<file path="config.mk">
export PLATFORM = sky130hd
export DESIGN_NAME = instr_fetch_sequencer
export DESIGN_NICKNAME = d
export VERILOG_FILES = /design/src/rtl/instr_fetch_sequencer.sv
export SDC_FILE = /design/constraint.sdc
export NUM_CORES = 1
export LEC_CHECK = 0
export BUFFER_PORTS_ARGS = -buffer_cell sky130_fd_sc_hd__buf_4
export CAP_MARGIN = 20
export CORE_AREA = 10 10 70 72
export DETAILED_ROUTE_END_ITERATION = 10
export DIE_AREA = 0 0 80 82
export HOLD_SLACK_MARGIN = 0.05
export PLACE_DENSITY_LB_ADDON = 0.2
export SYNTH_ARGS = -nofsm -noshare
export SYNTH_HDL_FRONTEND = slang
export SYNTH_SLANG_ARGS = --single-unit
</file>
<file path="constraint.sdc">
create_clock -name clk -period 2.7 [get_ports clk]
set_input_delay 0.54 -clock clk [delete_from_list [all_inputs] [get_ports clk]]
set_output_delay 0.54 -clock clk [all_outputs]
set_load 0.05 [all_outputs]
</file>
<file path="src/rtl/instr_fetch_sequencer.sv">
// Instruction fetch sequencer: owns the PC, fetches one word at a time from
// instruction memory over a request/acknowledge handshake, presents it in IR
// for a single execute slot, applies branch redirects and parks on halt.
module instr_fetch_sequencer #(
  parameter int              AW        = 10,
  parameter int              IW        = 16,
  parameter logic [AW-1:0]   RESET_PC  = '0,
  parameter logic [5:0]      HALT_FUNC = 6'b111111
) (
  input  logic          clk,
  input  logic          rst,
  output logic          IMEM_REQ,
  output logic [AW-1:0] IMEM_ADDR,
  input  logic          IMEM_ACK,
  input  logic [IW-1:0] IMEM_DATA,
  output logic [IW-1:0] IR,
  output logic          IR_VALID,
  output logic          HLT,
  input  logic          STALL,
  input  logic          BR_TAKEN,
  input  logic [AW-1:0] BR_TARGET,
  input  logic          RESUME,
  output logic [AW-1:0] PC,
  output logic [AW-1:0] PC_LINK
);

  typedef enum logic [1:0] {
    FETCH  = 2'd0,
    EXEC   = 2'd1,
    HALTED = 2'd2
  } state_t;

  state_t        state_q;
  logic [AW-1:0] pc_q;
  logic [IW-1:0] ir_q;
  logic          irValid_q;
  logic          hlt_q;
  logic          imemReq_q;

  logic [AW-1:0] pcInc_d;
  logic [AW-1:0] retirePc_d;
  logic          isHalt_d;

  // Sequential-PC and redirect targets, plus halt-word decode of the returning fetch.
  always_comb begin
    pcInc_d    = pc_q + AW'(1);
    retirePc_d = BR_TAKEN ? BR_TARGET : pcInc_d;
    isHalt_d   = (IMEM_DATA[5:0] == HALT_FUNC);
  end

  // Fetch/execute/halt control; every consumer-facing output is registered here.
  always_ff @(posedge clk or posedge rst) begin
    if (rst) begin
      state_q   <= FETCH;
      pc_q      <= RESET_PC;
      ir_q      <= '0;
      irValid_q <= 1'b0;
      hlt_q     <= 1'b0;
      imemReq_q <= 1'b0;
    end else begin
      unique case (state_q)
        FETCH: begin
          if (!imemReq_q) begin
            // First cycle out of reset: raise the request, nothing is outstanding yet.
            imemReq_q <= 1'b1;
          end else if (IMEM_ACK) begin
            ir_q      <= IMEM_DATA;
            imemReq_q <= 1'b0;
            if (isHalt_d) begin
              state_q <= HALTED;
              hlt_q   <= 1'b1;
            end else begin
              state_q   <= EXEC;
              irValid_q <= 1'b1;
            end
          end
        end
        EXEC: begin
          if (!STALL) begin
            irValid_q <= 1'b0;
            pc_q      <= retirePc_d;
            state_q   <= FETCH;
            imemReq_q <= 1'b1;
          end
        end
        HALTED: begin
          if (RESUME) begin
            hlt_q     <= 1'b0;
            pc_q      <= pcInc_d;
            state_q   <= FETCH;
            imemReq_q <= 1'b1;
          end
        end
        default: begin
          state_q   <= FETCH;
          irValid_q <= 1'b0;
          hlt_q     <= 1'b0;
          imemReq_q <= 1'b0;
        end
      endcase
    end
  end

  // Address and link value follow the PC register directly.
  always_comb begin
    IMEM_ADDR = pc_q;
    PC_LINK   = pcInc_d;
  end

  assign IMEM_REQ = imemReq_q;
  assign IR       = ir_q;
  assign IR_VALID = irValid_q;
  assign HLT      = hlt_q;
  assign PC       = pc_q;

endmodule
</file>
Word level (Yosys, flattened, before mapping):

Index checks and enable logic that the tools add are counted.

* register bits after elaboration: 31
* word-level logic and storage cells: 51

* multiplexer cells: 25
* add/subtract/negate cells: 1
* eq/ne operators: 9
* reduce and logical (&&, ||, !) cells: 8
* bitwise logic cells: 2

Operators with widths (count)
* $mux W10: 3
* $pmux W10 S2: 1
* $mux W1: 12
* $ne A2 B2 Y1 const B: 6
* $add A10 B1 Y10 const B: 1
* $mux W2: 5
* $reduce_and A5 Y1: 2
* $pmux W1 S3: 3
* $eq A6 B6 Y1 const B: 1
* $pmux W2 S3: 1
* $reduce_and A3 Y1: 2
* $reduce_and A4 Y1: 1
* $eq A2 B1 Y1 const B: 1
* $eq A2 B2 Y1 const B: 1
* $logic_not A2 Y1: 1
* $not A1 Y1: 2
* $reduce_and A2 Y1: 1
* $reduce_bool A2 Y1: 1

Depth between registers and ports, before layout:

Gate-level depths: netlist (run 1).

* depth after elaboration: 5
* mapped depth: 8
* mapped depth without buffers: 6

Worst setup path after synthesis (run 1):

No wires, ideal clock.

* path type: reg2out
* start: reg pc_q[2] (netlist: IMEM_ADDR[2])
* end: out PC_LINK[9]
* data arrival time: 2077 ps
* stages on the path, launching flop included: 4
* slack: 83 ps
* cell sequence: dfrtp_1 > and3_2 > nand4_1 > xnor2_1

* cells in the longest elaborated chain, start to end: 1

Ends and longest elaborated chain
* from (decl): RTL line 34 `logic [AW-1:0] pc_q;`
* from (signal assigned): RTL line 81 `pc_q <= retirePc_d;`
* from (signal assigned): RTL line 89 `pc_q <= pcInc_d;`
* $add A10 B1 Y10: RTL line 46 `pcInc_d = pc_q + AW'(1);`
* to (decl): RTL line 24 `output logic [AW-1:0] PC_LINK`

No other way between the ends.

Worst setup path after layout (run 1):

* start: reg pc_q[2] (netlist: IMEM_ADDR[2])
* end: out PC_LINK[7]

The elaborated chain is that of the path after synthesis.

==> out/metrics.yaml, run 1 <==
min_period_ns: 2.247
setup-tns-final_ns: 0
drv_slew: 0
antenna_found_initial: 0
die_x_um: 80
max_stage_delay_ns: 0.49
die_y_um: 82
port_buffers: 80
path_clk_slew_ns: 0.11
yosysSeqAreaShare_pct: 46.13
setup_viol: 0
clock_latency_ns: 0.33
synthSimpleGateAreaFrac_pct: 14.06
min_path_type: "primary input to asynchronous set/reset pin"
status: "finished clean"
ios: 81
synth_fp_nets: 195
finalWirelength_mm: 4.466
endpoint_kind: "primary output"
drive_gt1_share_pct: 47.41
numCtsBuffers: 5
maxCapViolCount: 0
vias: 1441
synth_largest_area_cell: "dfrtp_1"
yosysUniqueCellTypes: 38
clockBufferDepth: 2
n_fill_cell: 312
syn2layout_area_growth_pct: 38.39
grt_pass1_vias: 1500
routabilityCongestion: 0.8538
routed_via_density: 5.146
cts_root_buffer: "clkbuf_4"
synth-xor-area-share_pct: 4.167
fin_nets: 268
fin_crit_sh_pct: 83.21
grt_max_degree: 32
ys_ff_latch: 31
worstPathArrival_ns: 1.71
worstPathRequired_ns: 2.16
slew_headroom_pct: 53.21
fmax_mhz: 445.1
synth-compound-area-share_pct: 12.43
skew_ns: 0.01096
post_cts_buffers: 0
final_cell_mix: "buf_4 (81), dfrtp_1 (31), nand2_1 (18), mux2_2 (16), xnor2_1 (7)"
routedWlPerCell_um: 15.95
drc: 0
drt_iter0_markers: 57
layout_commonest_cell: "buf_4"
rsz0062_at_grt: "false"
grt_pass1_wl_mm: 7.113
yosys_warnings: 0
rows: 22
path_max_fanout: 8
crit_slowest_cell: "dfrtp_1"
track_usage_pct: 13.59
synth_top_family_by_area: "simple AND/OR/NAND/NOR gates"
dp_hpwl_mm: 3.584
holdBufCountCts: 0
cp-start-kind: "flop"
synthAdderAreaFrac_pct: 3.720
path_class: "flop to primary output"
synth.area.mux_share_pct: 11.90
worstMarginPinSlew_ns: 0.7019
die_area_um2: 6560
hold_viol: 0
netlist_top_cells_area: "dfrtp_1 (46%), mux2_2 (11%), buf_4 (4.9%)"
ant_nets: 0
start_util_pct: 46.99
cts_tree: "built"
cts_resized: 0
grt_overflow: 0
multi_input_area_um2: 778.2
diodes: 0
coreArea_um2: 3578
syn_inst: 158
avgSynthCellArea_um2: 10.64
synth_top_area_share_pct: 46.13
syn_area_um2: 1682
cts.sinks: 31
drt_first_pass_iters: 4
path_cells: "and3_2, and4_1, xnor2_1, buf_4"
htree_levels: 2
layout.area.seq_um2: 775.7
-- flip-flops by register name, summed over array words and instances, names as in the netlist --
signal	cells
IMEM_REQ	1
IR_VALID	1
IMEM_ADDR	10
state_q	2
HLT	1
IR	16
-- area by class of cell --
cell class / instances / share of cell area, %
multi-input cells: 107 / 33.44
flip-flops and latches: 31 / 33.33
repair buffers: 81 / 26.13
well taps: 48 / 2.581
clock buffers: 6 / 2.204
clock inverters: 2 / 1.505
inverters: 5 / 0.8065
-- critical path: cells and delay by family, from the launching register on --
family / cells / cell delay, ns
simple gates: 2 / 0.54
flops: 1 / 0.49
buf+inv: 1 / 0.22
xor+xnor: 1 / 0.13
-- worst paths after layout --
check	endpoint	depth (start not counted)	start	slack [ns]
max in group asynchronous	IMEM_ADDR[7]	3	rst	2.12
min	IMEM_ADDR[1]	3	rst	0.28
min reg2reg	HLT	1	HLT	0.51
min in group clk	IR[8]	2	IMEM_DATA[8]	0.44
max	PC_LINK[7]	4	IMEM_ADDR[2]	0.45
max reg2reg	IMEM_ADDR[7]	6	state_q[0]	0.82
-- cells in the mapped netlist, drive strengths merged --
library cell and n:
dfrtp 31, nand2 18, mux2 16, buf 15, xnor2 7, a21oi 6
nand3 6, nor2 6, a2bb2oi 5, ha 5, inv 5, and3 4
o22ai 4, a31oi 3, o21ai 3, o31ai 3, a22o 2, mux2i 2
nand2b 2, nor3 2, a211o 1, a211oi 1, and2 1, and2b 1
and4 1, nand4 1, nor2b 1, nor3b 1, nor4 1, o22a 1
o32a 1, or3 1, xor2 1
-- per-stage QoR --
| stage | std cells | hold slack (ns) | instance area, um2 | utilization [%] | setup slack (ns) |
|---|---|---|---|---|---|
| finish | 280 | 0.2816 | 2327 | 65.04 | 0.4534 |
| global route | 280 | 0.3056 | 2327 | 65.04 | 0.3044 |
| global placement | 272 | 0.4813 | 2241 | 62.62 | 0.8635 |
| CTS | 280 | 0.2849 | 2327 | 65.04 | 0.4339 |
| detailed placement | 272 | 0.4935 | 2241 | 62.62 | 0.8147 |
| floorplan | 158 | 0.5472 | 1682 | - | 0.08318 |
-- metal layers --
| metal | part of all wire [%] | vias up | GRT usage [%] | routed length (um) |
|---|---|---|---|---|
| li1 | - | 699 | - | - |
| met1 | 36 | 679 | 13.63 | 1592 |
| met4 | 0.92 | 0 | 3.697 | 41 |
| met5 | 0 | - | 0 | 0 |
| met2 | 52 | 57 | 24.16 | 2327 |
| met3 | 11 | 6 | 7.205 | 505 |
-- cells by family (layout without fill, tap and decap cells) --
family,after synthesis,after routing
AOI/OAI and AO/OA,30,30
xor gates and xnor gates,8,8
adders and majority gates,5,5
buffers and inverters,20,94
DFF,31,31
muxes,18,18
and+or+nand+nor,46,46
Power of run 1 is left out: the tool's default activity adds up to more than one toggle a clock period on the data nets, which glitch-free logic cannot reach.
==> run 2: changes to the inputs <==
--- a/config.mk
+++ b/config.mk
@@ -7,9 +7,9 @@
 export LEC_CHECK = 0
 export BUFFER_PORTS_ARGS = -buffer_cell sky130_fd_sc_hd__buf_4
 export CAP_MARGIN = 20
-export CORE_AREA = 10 10 70 72
+export CORE_AREA = 10 10 72 74
 export DETAILED_ROUTE_END_ITERATION = 10
-export DIE_AREA = 0 0 80 82
+export DIE_AREA = 0 0 82 84
 export HOLD_SLACK_MARGIN = 0.05
 export PLACE_DENSITY_LB_ADDON = 0.2
 export SYNTH_ARGS = -nofsm -noshare
==> constraint.sdc (replaced) <==
create_clock -name clk -period 2.2 [get_ports clk]
set_input_delay 0.44 -clock clk [delete_from_list [all_inputs] [get_ports clk]]
set_output_delay 0.44 -clock clk [all_outputs]
set_load 0.05 [all_outputs]
==> run 2 against run 1 <==
First-iteration DRC count rose by 47%. Worst setup slack got worse by 0.33 ns. Sequential share of layout area fell by 1.1 points. Cell area rose by 4.1%. Global-route usage fell by 0.15 points. Clock-buffer cell count rose by 2. Die area rose by 5.0%.
==> out/metrics.yaml, run 2 (synthesis results as in run 1) <==
drv_slew: 0  # unchanged
critPathBufInv: 1  # unchanged
crit_start: "IMEM_ADDR[1]"
routedWlPerCell_um: 15.99  # +0.22%
cts_root_buffer: "clkbuf_8"
rows: 23  # +4.5%
clock_latency_ns: 0.28  # -0.05 ns
path_max_fanout: 6  # -2
syn2layout_area_growth_pct: 44.12
path_cells: "ha_2, nand3_1, xnor2_4, buf_4"
diodes: 0  # unchanged
fin_util_pct: 62.85  # -2.2 points
die_x_um: 82  # +2.5%
fin_nets: 269  # +0.37%
endpoint_kind: "primary output"
drt_iter0_markers: 84  # +47%
routabilityCongestion: 0.7995  # -6.4%
routed_via_density: 5.085  # -1.2%
vias: 1439  # -0.14%
ios: 81  # unchanged
final_cell_mix: "buf_4 (82), dfrtp_1 (26), nand2_1 (18), mux2_2 (16), clkbuf_8 (7)"
cts_tree: "built"
min_path_type: "primary input to asynchronous set/reset pin"
fmax_mhz: 481.1
skew_ns: 0.006765  # -0.004195 ns
layout_commonest_cell: "buf_4"
htree_levels: 2  # unchanged
maxCapViolCount: 0  # unchanged
slew_headroom_pct: 68.23  # +15 points
path_class: "flop to primary output"
grt_overflow: 0  # unchanged
track_usage_pct: 13.44  # -0.15 points
cp-start-kind: "flop"
min_period_ns: 2.079
grt_pass1_wl_mm: 7.314  # +2.8%
crit_slowest_cell: "dfrtp_1"
holdBufCountCts: 0  # unchanged
place_area_um2: 2315  # +3.3%
dp_slack_ns: 0.3259  # -0.4888 ns
critPathTopFamily: "flip-flops"
numCtsBuffers: 5  # unchanged
rsz0062_at_grt: "false"
ant_nets: 0  # unchanged
largest_reg_flops: 16  # unchanged
dp_hpwl_mm: 3.576  # -0.22%
final_area_um2: 2424  # +4.1%
path_clk_slew_ns: 0.07  # -0.04 ns
setup_ws_ns: 0.1212  # -0.3322 ns
worstPathRequired_ns: 1.76  # -0.40 ns
fin_crit_sh_pct: 94.49
port_buffers: 80  # unchanged
r2r-start: "state_q[0]"
drt_first_pass_iters: 4  # unchanged
drc: 0  # unchanged
die_y_um: 84  # +2.4%
die_area_um2: 6888  # +5.0%
status: "finished clean"
drive_gt1_share_pct: 52.79  # +5.4 points
antenna_found_initial: 0  # unchanged
worstMarginPinSlew_ns: 0.4752  # -0.2267 ns
n_fill_cell: 341  # +9.3%
cts.sinks: 31  # unchanged
post_cts_buffers: 0  # unchanged
max_stage_delay_ns: 0.43  # -0.06 ns
layout.area.seq_um2: 782.0  # +0.81%
worstPathArrival_ns: 1.64  # -0.07 ns
setup_viol: 0  # unchanged
multi_input_area_um2: 844.6  # +8.5%
clockBufferDepth: 2  # unchanged
finalWirelength_mm: 4.524  # +1.3%
grt_pass1_vias: 1486  # -0.93%
start_util_pct: 43.61  # -3.4 points
grt_max_degree: 32  # unchanged
hold_viol: 0  # unchanged
coreArea_um2: 3856  # +7.8%
setup-tns-final_ns: 0  # unchanged
[run 2: changes by cell type in the layout (fill, tap and decap cells not counted), sizes merged]
| cell | change |
|---|---|
| clkinv | -1 |
| clkbuf | +2 |
| bufinv | -1 |
| buf | +1 |
[run 2: final cells by class]
cell class	count	share of cell area, %
inverter	5	0.7744
clock buffer	8	4.130
sequential	31	32.27
multi-input combinational	107	34.85
timing repair buffer	82	25.40
tap	50	2.581
[run 2: worst min-delay path: cells and delay by family]
kind,cells,cell delay [ns]
buf+inv,3,0.51
[run 2: through the flow]
step,cells,hold WS [ns]
floorplan,158,0.5435
global placement,275,0.4823
detailed placement,275,0.4950
CTS,283,0.2524
global route,283,0.2914
finish,283,0.2410
[run 2: metal layers]
| metal | up-vias | global-route usage, % | part of all wire (%) |
|---|---|---|---|
| li1 | 709 | - | - |
| met1 | 669 | 14.47 | 37 |
| met2 | 54 | 20.54 | 49 |
| met3 | 7 | 8.621 | 13 |
| met4 | 0 | 4.954 | 1.2 |
| met5 | - | 0 | 0 |
[run 2: what timing repair did]
action,in CTS,in global routing
hold endpoints to repair,0,0
gates resized for setup,0,6
endpoints found under the setup margin,0,4
[run 2: path summary, 6_finish.rpt]
check,end,slack (ns),cells past startpoint
min in group clk,IR[10],0.38,2
max in group asynchronous,IMEM_ADDR[6],1.64,3
hold / removal,IR[10],0.24,3
setup / recovery,PC_LINK[6],0.12,4
hold reg to reg,HLT,0.50,1
setup reg to reg,IMEM_ADDR[7],0.36,7
Power of run 2 is left out for the same reason.
==> run 3: changes to the inputs <==
--- a/config.mk
+++ b/config.mk
@@ -5,11 +5,12 @@
 export SDC_FILE = /design/constraint.sdc
 export NUM_CORES = 1
 export LEC_CHECK = 0
+export ABC_AREA = 1
 export BUFFER_PORTS_ARGS = -buffer_cell sky130_fd_sc_hd__buf_4
 export CAP_MARGIN = 20
-export CORE_AREA = 10 10 72 74
+export CORE_AREA = 10 10 73 75
 export DETAILED_ROUTE_END_ITERATION = 10
-export DIE_AREA = 0 0 82 84
+export DIE_AREA = 0 0 83 85
 export HOLD_SLACK_MARGIN = 0.05
 export PLACE_DENSITY_LB_ADDON = 0.2
 export SYNTH_ARGS = -nofsm -noshare
==> run 3 against run 2 <==
Area after synthesis increased by 6.1%. Final cell count increased by 28%. Hold slack got worse by 0.052 ns. Maximum frequency increased by 4.3%. Cell area increased by 0.26%. Critical path depth increased by 3.
==> out/metrics.yaml, run 3 <==
path_cells: "ha_1, nand2_1, inv_1, nand3_1, nand2_1, nand2_1, buf_4"
cts.sinks: 31  # unchanged
routedWlPerCell_um: 13.18  # -18%
endpoint_kind: "primary output"
rsz0062_at_grt: "false"
status: "finished clean"
max_stage_delay_ns: 0.44  # about the same
path_class: "flop to primary output"
path_clk_slew_ns: 0.06  # about the same
grt_pass1_vias: 1743  # +17%
path_common_cell: "nand2_1"
synth_fp_nets: 273  # +40%
cp-start-kind: "flop"
setup_viol: 0  # unchanged
htree_levels: 2  # unchanged
synth-edff-count: 0  # unchanged
post_cts_buffers: 0  # unchanged
clock_latency_ns: 0.28  # about the same
ios: 81  # unchanged
worstMarginPinSlew_ns: 0.5055  # +0.03030 ns
setup-tns-final_ns: 0  # unchanged
vias: 1698  # +18%
critPathBufInv: 2  # +1
clockBufferDepth: 2  # unchanged
numCtsBuffers: 5  # unchanged
cts_root_buffer: "clkbuf_8"
path_max_fanout: 6  # unchanged
hold_viol: 0  # unchanged
coreArea_um2: 3914  # +1.5%
rows: 23  # unchanged
worstPathRequired_ns: 1.76  # about the same
diodes: 0  # unchanged
fin_nets: 347  # +29%
yosysUniqueCellTypes: 27  # -29%
routabilityCongestion: 0.8235  # +3.0%
critPathTopFamily: "flip-flops"
synth_flop_cell: "dfrtp_1"
drt_first_pass_iters: 4  # unchanged
die_area_um2: 7055  # +2.4%
fin_crit_sh_pct: 90.62  # -3.9 points
yosysSeqAreaShare_pct: 43.48  # -2.7 points
synthTopCellsByCount: "nand2_1 (97), dfrtp_1 (31), nor2_1 (21), inv_1 (20)"
worstPathArrival_ns: 1.55  # -0.09 ns
grt_max_degree: 20  # -38%
yosysMostFrequentCell: "nand2_1"
fmax_mhz: 501.6  # +4.3%
syn_area_um2: 1784  # +6.1%
port_buffers: 80  # unchanged
finalWirelength_mm: 4.757  # +5.2%
die_y_um: 85  # +1.2%
track_usage_pct: 13.81  # +0.37 points
n_fill_cell: 388  # +14%
die_x_um: 83  # +1.2%
drt_iter0_markers: 113  # +35%
maxCapViolCount: 0  # unchanged
synth_largest_area_cell: "dfrtp_1"
ant_nets: 0  # unchanged
grt_overflow: 0  # unchanged
grt_pass1_wl_mm: 8.286  # +13%
antenna_found_initial: 0  # unchanged
largest_reg_flops: 16  # unchanged
skew_ns: 0.003958  # -0.002807 ns
min_period_ns: 1.994  # -0.08521 ns
ys_ff_latch: 31  # unchanged
drive_gt1_share_pct: 33.12  # -20 points
crit_slowest_cell: "dfrtp_2"
drv_slew: 0  # unchanged
min_path_type: "primary input to asynchronous set/reset pin"
routed_via_density: 4.704  # -7.5%
async_flop_share_pct: 100.0  # unchanged
cts_tree: "built"
syn_inst: 236  # +49%
final_cell_mix: "nand2_1 (97), buf_4 (81), dfrtp_1 (30), inv_1 (20), nor2_1 (20)"
yosys_warnings: 0  # unchanged
synth_top_area_share_pct: 43.48  # -2.7 points
start_util_pct: 45.59  # +2.0 points
drc: 0  # unchanged
layout_commonest_cell: "nand2_1"
netlist_top_cells_area: "dfrtp_1 (43%), nand2_1 (20%), buf_4 (4.6%)"
slew_headroom_pct: 66.26  # -2.0 points
avgSynthCellArea_um2: 7.560  # -29%
syn2layout_area_growth_pct: 36.19
dp_hpwl_mm: 3.867  # +8.1%
-- run 3: path summary, 6_finish.rpt --
check                             start          to  slack (ns)  cells past startpoint
max                        IMEM_ADDR[0]  PC_LINK[6]        0.21                      7
min                                 rst      IR[12]        0.19                      2
max reg2reg                  state_q[1]  state_q[0]        0.63                      6
min reg2reg                       IR[0]       IR[0]        0.47                      2
max in group asynchronous           rst      IR[15]        1.38                      3
min in group clk           IMEM_DATA[6]       IR[6]        0.36                      3
-- run 3: repair_timing --
action | CTS | global route
resized for setup | 0 | 2
hold buffers | 0 | 0
setup endpoints to repair | 0 | 1
-- run 3: worst reg2reg max path, delay by kind of cell (launching register included) --
family          cells  cell delay [ns]
compound gates      1             0.24
buf+inv             3             0.33
fa+ha+maj           1             0.23
simple gates        1             0.26
flops               1             0.42
-- run 3: through the flow --
stage / cell area [um2] / util [%] / worst slack [ns] / hold slack (ns) / std cells
final: 2430 / 62.08 / 0.2064 / 0.1886 / 361
after CTS: 2426 / 61.99 / 0.1237 / 0.1996 / 361
after detailed placement: 2345 / 59.91 / 0.4393 / 0.4600 / 353
after global routing: 2430 / 62.08 / 0.07513 / 0.2415 / 361
after global placement: 2345 / 59.91 / 0.4896 / 0.4552 / 353
after floorplan: 1784 / - / 0.02158 / 0.5019 / 236
-- run 3: layer usage --
| layer | global-route usage, % | vias up | share of wire (%) |
|---|---|---|---|
| met1 | 15.66 | 773 | 40 |
| met2 | 23.67 | 53 | 51 |
| met5 | 0 | - | 0 |
| met4 | 4.644 | 0 | 0.88 |
| met3 | 4.780 | 5 | 7.7 |
| li1 | - | 867 | - |
-- run 3: layout make-up --
class	instances	area, um2	area share (%)
multi-input combinational	167	805.8	33.16
tap	50	62.56	2.575
timing repair buffer	81	608.1	25.03
clock inverter	1	5.005	0.2060
inverter	24	95.09	3.913
clock buffer	7	76.32	3.141
sequential	31	777.0	31.98
-- run 3: cell families after synthesis --
| kind of cell | synth area share [%] |
|---|---|
| and+or+nand+nor | 35.34 |
| adders and majority gates | 3.506 |
| xor gates and xnor gates | 0.4910 |
| buffers and inverters | 11.50 |
| DFF | 43.48 |
| AOI/OAI and AO/OA | 5.680 |
Power of run 3 is left out for the same reason.
